`src/rtl/gp_dram_arbiter.sv`:
```
// gp_dram_arbiter: shares one DRAM request interface (af/wdf/rdf) between graphics requesters.
// Round-robin issue with one command in flight; read bursts are tagged so the two returned
// rdf beats are steered to the requester that issued them.
// Optional: define GP_ARB_RDPRIO_EN so eligible reads win over every write.
module gp_dram_arbiter #(
  parameter int unsigned NREQ     = 3,
  parameter int unsigned RD_DEPTH = 4
) (
  input  logic                      clk,
  input  logic                      rst_n,
  input  logic [NREQ-1:0]           req,
  input  logic [NREQ-1:0]           req_we,
  input  logic [NREQ*31-1:0]        req_addr,
  input  logic [NREQ*256-1:0]       req_wdata,
  input  logic [NREQ*32-1:0]        req_wmask,
  output logic [NREQ-1:0]           gnt,
  output logic [127:0]              rd_data,
  output logic [NREQ-1:0]           rd_valid,
  input  logic                      af_full,
  output logic                      af_wr_en,
  output logic [2:0]                af_cmd_din,
  output logic [30:0]               af_addr_din,
  input  logic                      wdf_full,
  output logic                      wdf_wr_en,
  output logic [127:0]              wdf_data_din,
  output logic [15:0]               wdf_mask_din,
  input  logic                      rdf_valid,
  input  logic [127:0]              rdf_dout,
  output logic                      rdf_rd_en,
  output logic [$clog2(RD_DEPTH):0] rd_outstanding
);

  localparam int unsigned IW = $clog2(NREQ);
  localparam int unsigned AW = $clog2(RD_DEPTH);

  typedef enum logic [1:0] {StIdle, StCmd, StWd0, StWd1} state_e;

  state_e          state_q, state_d;
  logic [IW-1:0]   ptr_q;
  logic            we_q;
  logic [30:0]     addr_q;
  logic [255:0]    wdata_q;
  logic [31:0]     wmask_q;
  logic [NREQ-1:0] gnt_q;

  logic [NREQ-1:0] elig, cand, sel_oh;
  logic [IW:0]     rr_idx;
  logic [IW-1:0]   sel_idx;
  logic            sel_vld, sel_we;
  logic [30:0]     sel_addr;
  logic [255:0]    sel_wdata;
  logic [31:0]     sel_wmask;

  logic [IW-1:0]   tag_mem [RD_DEPTH];
  logic [AW-1:0]   wr_ptr_q, rd_ptr_q;
  logic [AW:0]     cnt_q;
  logic            beat_q;
  logic            tag_full, tag_empty, tag_push, tag_pop;
  logic [IW-1:0]   head_tag;

  assign tag_empty = (cnt_q == '0);
  assign tag_full  = (cnt_q == (AW+1)'(RD_DEPTH));
  assign head_tag  = tag_mem[rd_ptr_q];
  // Second beat of a tagged burst retires the tag.
  assign tag_pop   = rdf_valid & ~tag_empty & beat_q;

  // Eligibility and round-robin winner search starting just after the pointer.
  always_comb begin
    for (int i = 0; i < int'(NREQ); i++) begin
      elig[i] = req[i] & (req_we[i] | ~tag_full);
    end
`ifdef GP_ARB_RDPRIO_EN
    cand = ((elig & ~req_we) != '0) ? (elig & ~req_we) : elig;
`else
    cand = elig;
`endif
    sel_vld = 1'b0;
    sel_idx = '0;
    rr_idx  = '0;
    // Walk from farthest to nearest so the nearest candidate is written last.
    for (int k = int'(NREQ); k >= 1; k--) begin
      rr_idx = {1'b0, ptr_q} + (IW+1)'(k);
      if (rr_idx >= (IW+1)'(NREQ)) rr_idx = rr_idx - (IW+1)'(NREQ);
      if (cand[rr_idx[IW-1:0]]) begin
        sel_vld = 1'b1;
        sel_idx = rr_idx[IW-1:0];
      end
    end
  end

  // Mux the winning requester's command fields.
  always_comb begin
    sel_we    = 1'b0;
    sel_addr  = '0;
    sel_wdata = '0;
    sel_wmask = '0;
    sel_oh    = '0;
    for (int i = 0; i < int'(NREQ); i++) begin
      if (sel_idx == IW'(i)) begin
        sel_we    = req_we[i];
        sel_addr  = req_addr[31*i +: 31];
        sel_wdata = req_wdata[256*i +: 256];
        sel_wmask = req_wmask[32*i +: 32];
        sel_oh[i] = sel_vld;
      end
    end
  end

  // State register.
  always_ff @(posedge clk or negedge rst_n) begin
    if (!rst_n) state_q <= StIdle;
    else        state_q <= state_d;
  end

  // Command latch, round-robin pointer and registered grant pulse.
  always_ff @(posedge clk or negedge rst_n) begin
    if (!rst_n) begin
      ptr_q   <= IW'(NREQ - 1);
      we_q    <= 1'b0;
      addr_q  <= '0;
      wdata_q <= '0;
      wmask_q <= '0;
      gnt_q   <= '0;
    end else begin
      gnt_q <= '0;
      if (state_q == StIdle && sel_vld) begin
        gnt_q   <= sel_oh;
        ptr_q   <= sel_idx;
        we_q    <= sel_we;
        addr_q  <= sel_addr;
        wdata_q <= sel_wdata;
        wmask_q <= sel_wmask;
      end
    end
  end

  // Issue FSM next state and af/wdf outputs.
  always_comb begin
    state_d      = state_q;
    af_wr_en     = 1'b0;
    af_cmd_din   = '0;
    af_addr_din  = '0;
    wdf_wr_en    = 1'b0;
    wdf_data_din = '0;
    wdf_mask_din = '0;
    tag_push     = 1'b0;
    case (state_q)
      StIdle: begin
        if (sel_vld) state_d = StCmd;
      end
      StCmd: begin
        af_wr_en    = 1'b1;
        af_cmd_din  = {2'b00, ~we_q};
        af_addr_din = addr_q;
        if (!af_full) begin
          if (we_q) begin
            state_d = StWd0;
          end else begin
            state_d  = StIdle;
            tag_push = 1'b1;
          end
        end
      end
      StWd0: begin
        wdf_wr_en    = 1'b1;
        wdf_data_din = wdata_q[127:0];
        wdf_mask_din = wmask_q[15:0];
        if (!wdf_full) state_d = StWd1;
      end
      StWd1: begin
        wdf_wr_en    = 1'b1;
        wdf_data_din = wdata_q[255:128];
        wdf_mask_din = wmask_q[31:16];
        if (!wdf_full) state_d = StIdle;
      end
      default: state_d = StIdle;
    endcase
  end

  // Outstanding-read tag FIFO and beat counter.
  always_ff @(posedge clk or negedge rst_n) begin
    if (!rst_n) begin
      for (int i = 0; i < int'(RD_DEPTH); i++) tag_mem[i] <= '0;
      wr_ptr_q <= '0;
      rd_ptr_q <= '0;
      cnt_q    <= '0;
      beat_q   <= 1'b0;
    end else begin
      if (tag_push) begin
        tag_mem[wr_ptr_q] <= ptr_q;
        wr_ptr_q          <= wr_ptr_q + 1'b1;
      end
      if (tag_pop) rd_ptr_q <= rd_ptr_q + 1'b1;
      // Stray beats with no tag do not advance the burst position.
      if (rdf_valid && !tag_empty) beat_q <= ~beat_q;
      if (tag_push && !tag_pop)      cnt_q <= cnt_q + 1'b1;
      else if (!tag_push && tag_pop) cnt_q <= cnt_q - 1'b1;
    end
  end

  // Return path: always drain rdf, steer beats to the head tag's requester.
  always_comb begin
    rdf_rd_en = rdf_valid;
    rd_data   = tag_empty ? '0 : rdf_dout;
    rd_valid  = '0;
    for (int i = 0; i < int'(NREQ); i++) begin
      rd_valid[i] = rdf_valid & ~tag_empty & (head_tag == IW'(i));
    end
  end

  assign gnt            = gnt_q;
  assign rd_outstanding = cnt_q;

endmodule
```
`config.mk`:
```
export PLATFORM = sky130hd
export DESIGN_NAME = gp_dram_arbiter
export DESIGN_NICKNAME = d
export VERILOG_FILES = /design/src/rtl/gp_dram_arbiter.sv
export SDC_FILE = /design/constraint.sdc
export NUM_CORES = 1
export LEC_CHECK = 0
export BUFFER_PORTS_ARGS = -buffer_cell sky130_fd_sc_hd__buf_2
export CELL_PAD_IN_SITES_DETAIL_PLACEMENT = 1
export CELL_PAD_IN_SITES_GLOBAL_PLACEMENT = 1
export CORE_AREA = 2 2 543 545
export CTS_CLUSTER_DIAMETER = 60
export DETAILED_ROUTE_END_ITERATION = 8
export DIE_AREA = 0 0 545 547
export PLACE_DENSITY = 0.36
export SLEW_MARGIN = 20
export SYNTH_ARGS = -nofsm -noshare
export SYNTH_HDL_FRONTEND = slang
export SYNTH_SLANG_ARGS = --single-unit
```
`constraint.sdc`:
```
create_clock -name clk -period 2.6 [get_ports clk]
set_clock_uncertainty 0.05 [all_clocks]
set_input_delay 0.26 -clock clk [delete_from_list [all_inputs] [get_ports clk]]
set_output_delay 0.26 -clock clk [all_outputs]
set_load 0.03 [all_outputs]
```
==> flow_metrics.env <==
export IMPL_status="complete, but fails checks"
export IMPL_violations="negative setup slack"
export IMPL_synth_common_cells="clkbuf_1, dfrtp_1, o21ai_0"
export IMPL_die_x_um=545
export IMPL_leakagePower_nw=24.2
export IMPL_dpl_cell_area_um2=42300
export IMPL_crit_required_ns=3.11
export IMPL_finalSetupViolCount=515
export IMPL_ys_seq_elements=343
export IMPL_grt_pass1_vias=40200
export IMPL_synthCells=2953
export IMPL_grt_max_degree=84
export IMPL_finalInstanceArea_um2=58200
export IMPL_start_util=0.0885
export IMPL_wl_per_cell_um=26.8
export IMPL_firstDrtPassIters=5
export IMPL_root_buffer="clkbuf_16"
export IMPL_antenna_found_initial=69
export IMPL_htree_levels=3
export IMPL_fp_dieArea_um2=298000
export IMPL_cts_tree="built"
export IMPL_yosysTopAreaCell="dfrtp_1"
export IMPL_critPathLaunchType="flop"
export IMPL_ios=1414
export IMPL_grt_pass1_wl_um=331000
export IMPL_ys_seq_area_frac=0.332
export IMPL_track_usage=0.157
export IMPL_die_h_um=547
export IMPL_drive_above_1_share=0.478
export IMPL_avgSynthCellArea_um2=8.76
export IMPL_rsz0062_at_grt="yes"
export IMPL_critPathMaxFanout=20
export IMPL_crit_type="reg -> reg"
export IMPL_drt_iter0_drc=1830
export IMPL_cts_buffer_depth=3
export IMPL_hp_class="in -> reg"
export IMPL_drt_total_wl_um=253000
export IMPL_rows=199
export IMPL_cts_sinks=343
export IMPL_netlist_area_leader_share=0.331
export IMPL_num_vias=37300
export IMPL_critPathCaptureType="flop"
export IMPL_clock_latency_ns=0.68
export IMPL_power_density_nw_per_um2=1340
export IMPL_seq_area_um2=8600
export IMPL_multiInputGateArea_um2=18900
export IMPL_synth_area_um2=25900
export IMPL_synth_area_leaders="dfrtp_1, o31a_1, a221oi_1"
export IMPL_yosysUniqueCellTypes=51
export IMPL_total_power_w=0.0780
export IMPL_grt_overflow_total=0
export IMPL_area_growth_pct=125
export IMPL_synth_edf_count=0
export IMPL_clk_pin_slew_ns=0.05
export IMPL_fmax_mhz=340
export IMPL_num_fill_cells=34000
export IMPL_slew_limit_headroom=0.287
export IMPL_slew_viol_final=0
export IMPL_dp_hpwl_um=190000
export IMPL_gp_congestion=0.889
export IMPL_drv_cap=0
export IMPL_drc=0
export IMPL_ys_async_sr_fraction=1.00
export IMPL_vdd_ir_drop_max_v=0.000674
export IMPL_yosysWarnings=0
export IMPL_hold_viol=0
export IMPL_ys_flop_type="dfrtp_1"
export IMPL_timing_hold_ws_ns=0.0581
export IMPL_nNetsFinal=6529
export IMPL_dpl_cell_count=8325
export IMPL_numPortBuffers=1411
export IMPL_finalNonFillerCells=9450
export IMPL_vias_per_cell=3.94
export IMPL_setup_ws_ns=-0.342
export IMPL_numCtsBuffers=72
export IMPL_post_route_min_period_ns=2.94
export IMPL_core_um2=293000
export IMPL_min_period_over_period=1.13
export IMPL_tightest_slew_ns=1.07
export IMPL_critical_path_arrival_ns=3.45
export IMPL_detail_route_antenna_nets=0
export IMPL_yosysMostFrequentCell="clkbuf_1"
[worst max-delay path: stages (launching register included)]
cell and delay, ns:
dfstp_2 0.53, inv_2 0.05, ha_4 0.23, nor3b_4 0.15, a311o_2 0.47, nor3_4 0.18
buf_4 0.16, buf_16 0.18, buf_6 0.15, buf_12 0.12, a221oi_4 0.07, buf_4 0.15
o31ai_1 0.22
[what timing repair did]
item / 4_1_cts / 5_1_grt
hold buffers: 811 / 0
pin swaps: 27 / 64
cloned: 24 / 34
endpoints found under the hold margin: 362 / 0
setup endpoints to repair: 590 / 614
resized for setup: 269 / 341
setup buffers: 39 / 42
[cells by family (layout without fill, tap and decap cells)]
family                   count (synthesis)  count (layout)  synth area share
AO/OA/AOI/OAI                         1307            1307             0.383
flip-flops                             343             343             0.332
other                                    1              52          0.000145
multiplexers                           148             148            0.0583
XOR/XNOR                                 7               7           0.00237
AND/OR/NAND/NOR                        680             680             0.147
adder cells (fa/ha/maj)                  9               9           0.00464
buffers and inverters                  458            2985            0.0730
[flip-flops by register name, indices dropped and copies added, names as in the netlist, named ones only]
register        flops
rd_ptr_q            2
ptr_q               2
state_q             1
addr_q             31
wdata_q           256
gnt                 3
wr_ptr_q            2
rd_outstanding      3
we_q                1
beat_q              1
tag_mem             8
wmask_q            32
[path summary, 6_finish.rpt]
| kind | start | endpoint | slack [ns] | cells after the start |
|---|---|---|---|---|
| setup / recovery | ptr_q[1] | wdata_q[104] | -0.34 | 12 |
| hold / removal | req_wdata[2] | wdata_q[2] | 0.06 | 4 |
| setup reg to reg | ptr_q[1] | wdata_q[104] | -0.34 | 12 |
| hold reg to reg | tag_mem[3] | tag_mem[3] | 0.44 | 2 |
| max in group asynchronous | rst_n | ptr_q[1] | 1.41 | 3 |
| min in group asynchronous | rst_n | wdata_q[71] | 0.24 | 2 |
[through the flow]
stage / setup slack [ns] / utilization / setup TNS, ns
after global placement: -0.870 / 0.145 / -125.04
after floorplan: -0.0506 / - / -10.02
after global routing: -0.456 / 0.199 / -160.03
after CTS: -0.392 / 0.189 / -142.89
after detailed placement: -0.896 / 0.145 / -113.90
final: -0.342 / 0.199 / -93.45
[power by group]
part / switching (W) / leakage, nW / internal [W] / total (W)
clock network: 0.00377 / 1.27 / 0.00635 / 0.0101
logic: 0.0334 / 18.7 / 0.0243 / 0.0577
registers: 0.00205 / 4.23 / 0.00812 / 0.0102
total: 0.0392 / 24.2 / 0.0388 / 0.0780
[per-layer routing]
layer  track usage  up-vias  wire (um)
met1         0.184    18900     103000
met5             0        -         78
met2         0.287     1339     128000
met3        0.0275      277      12900
li1              -    16800          -
met4        0.0472       12       8980
[area by class of cell]
type                       count  share of cell area
clock inverter                31             0.00787
tap                         3919              0.0843
multi-input combinational   2153               0.325
antenna                       50             0.00215
sequential                   343               0.148
inverter                      10            0.000645
clock buffer                 100              0.0364
timing repair buffer        2844               0.396
[cell usage in the layout, fill, tap and decap left out, types with 5 or more instances in the layout]
cell type and instances:
diode_2 50, clkbuf_16 99, nor2_1 6, o21ai_1 34, nor3_2 20, a221oi_1 42
o21ai_0 283, and2_1 151, inv_1 7, clkbuf_1 7, buf_4 403, buf_8 15
a221oi_2 225, o31ai_2 54, o31ai_1 226, bufinv_16 6, and2_4 10, o31ai_4 39
nand2_1 18, nor2b_1 142, buf_2 1374, o31a_1 319, dfrtp_1 337, nor3_1 299
buf_16 40, dlygate4sd3_1 811, ha_1 5, clkbuf_8 21, xnor2_1 5, buf_12 113
o21ai_2 16, mux2i_1 143, buf_6 56, a221oi_4 52, clkinv_2 12
No activity file was read; power rests on OpenSTA's default activity.
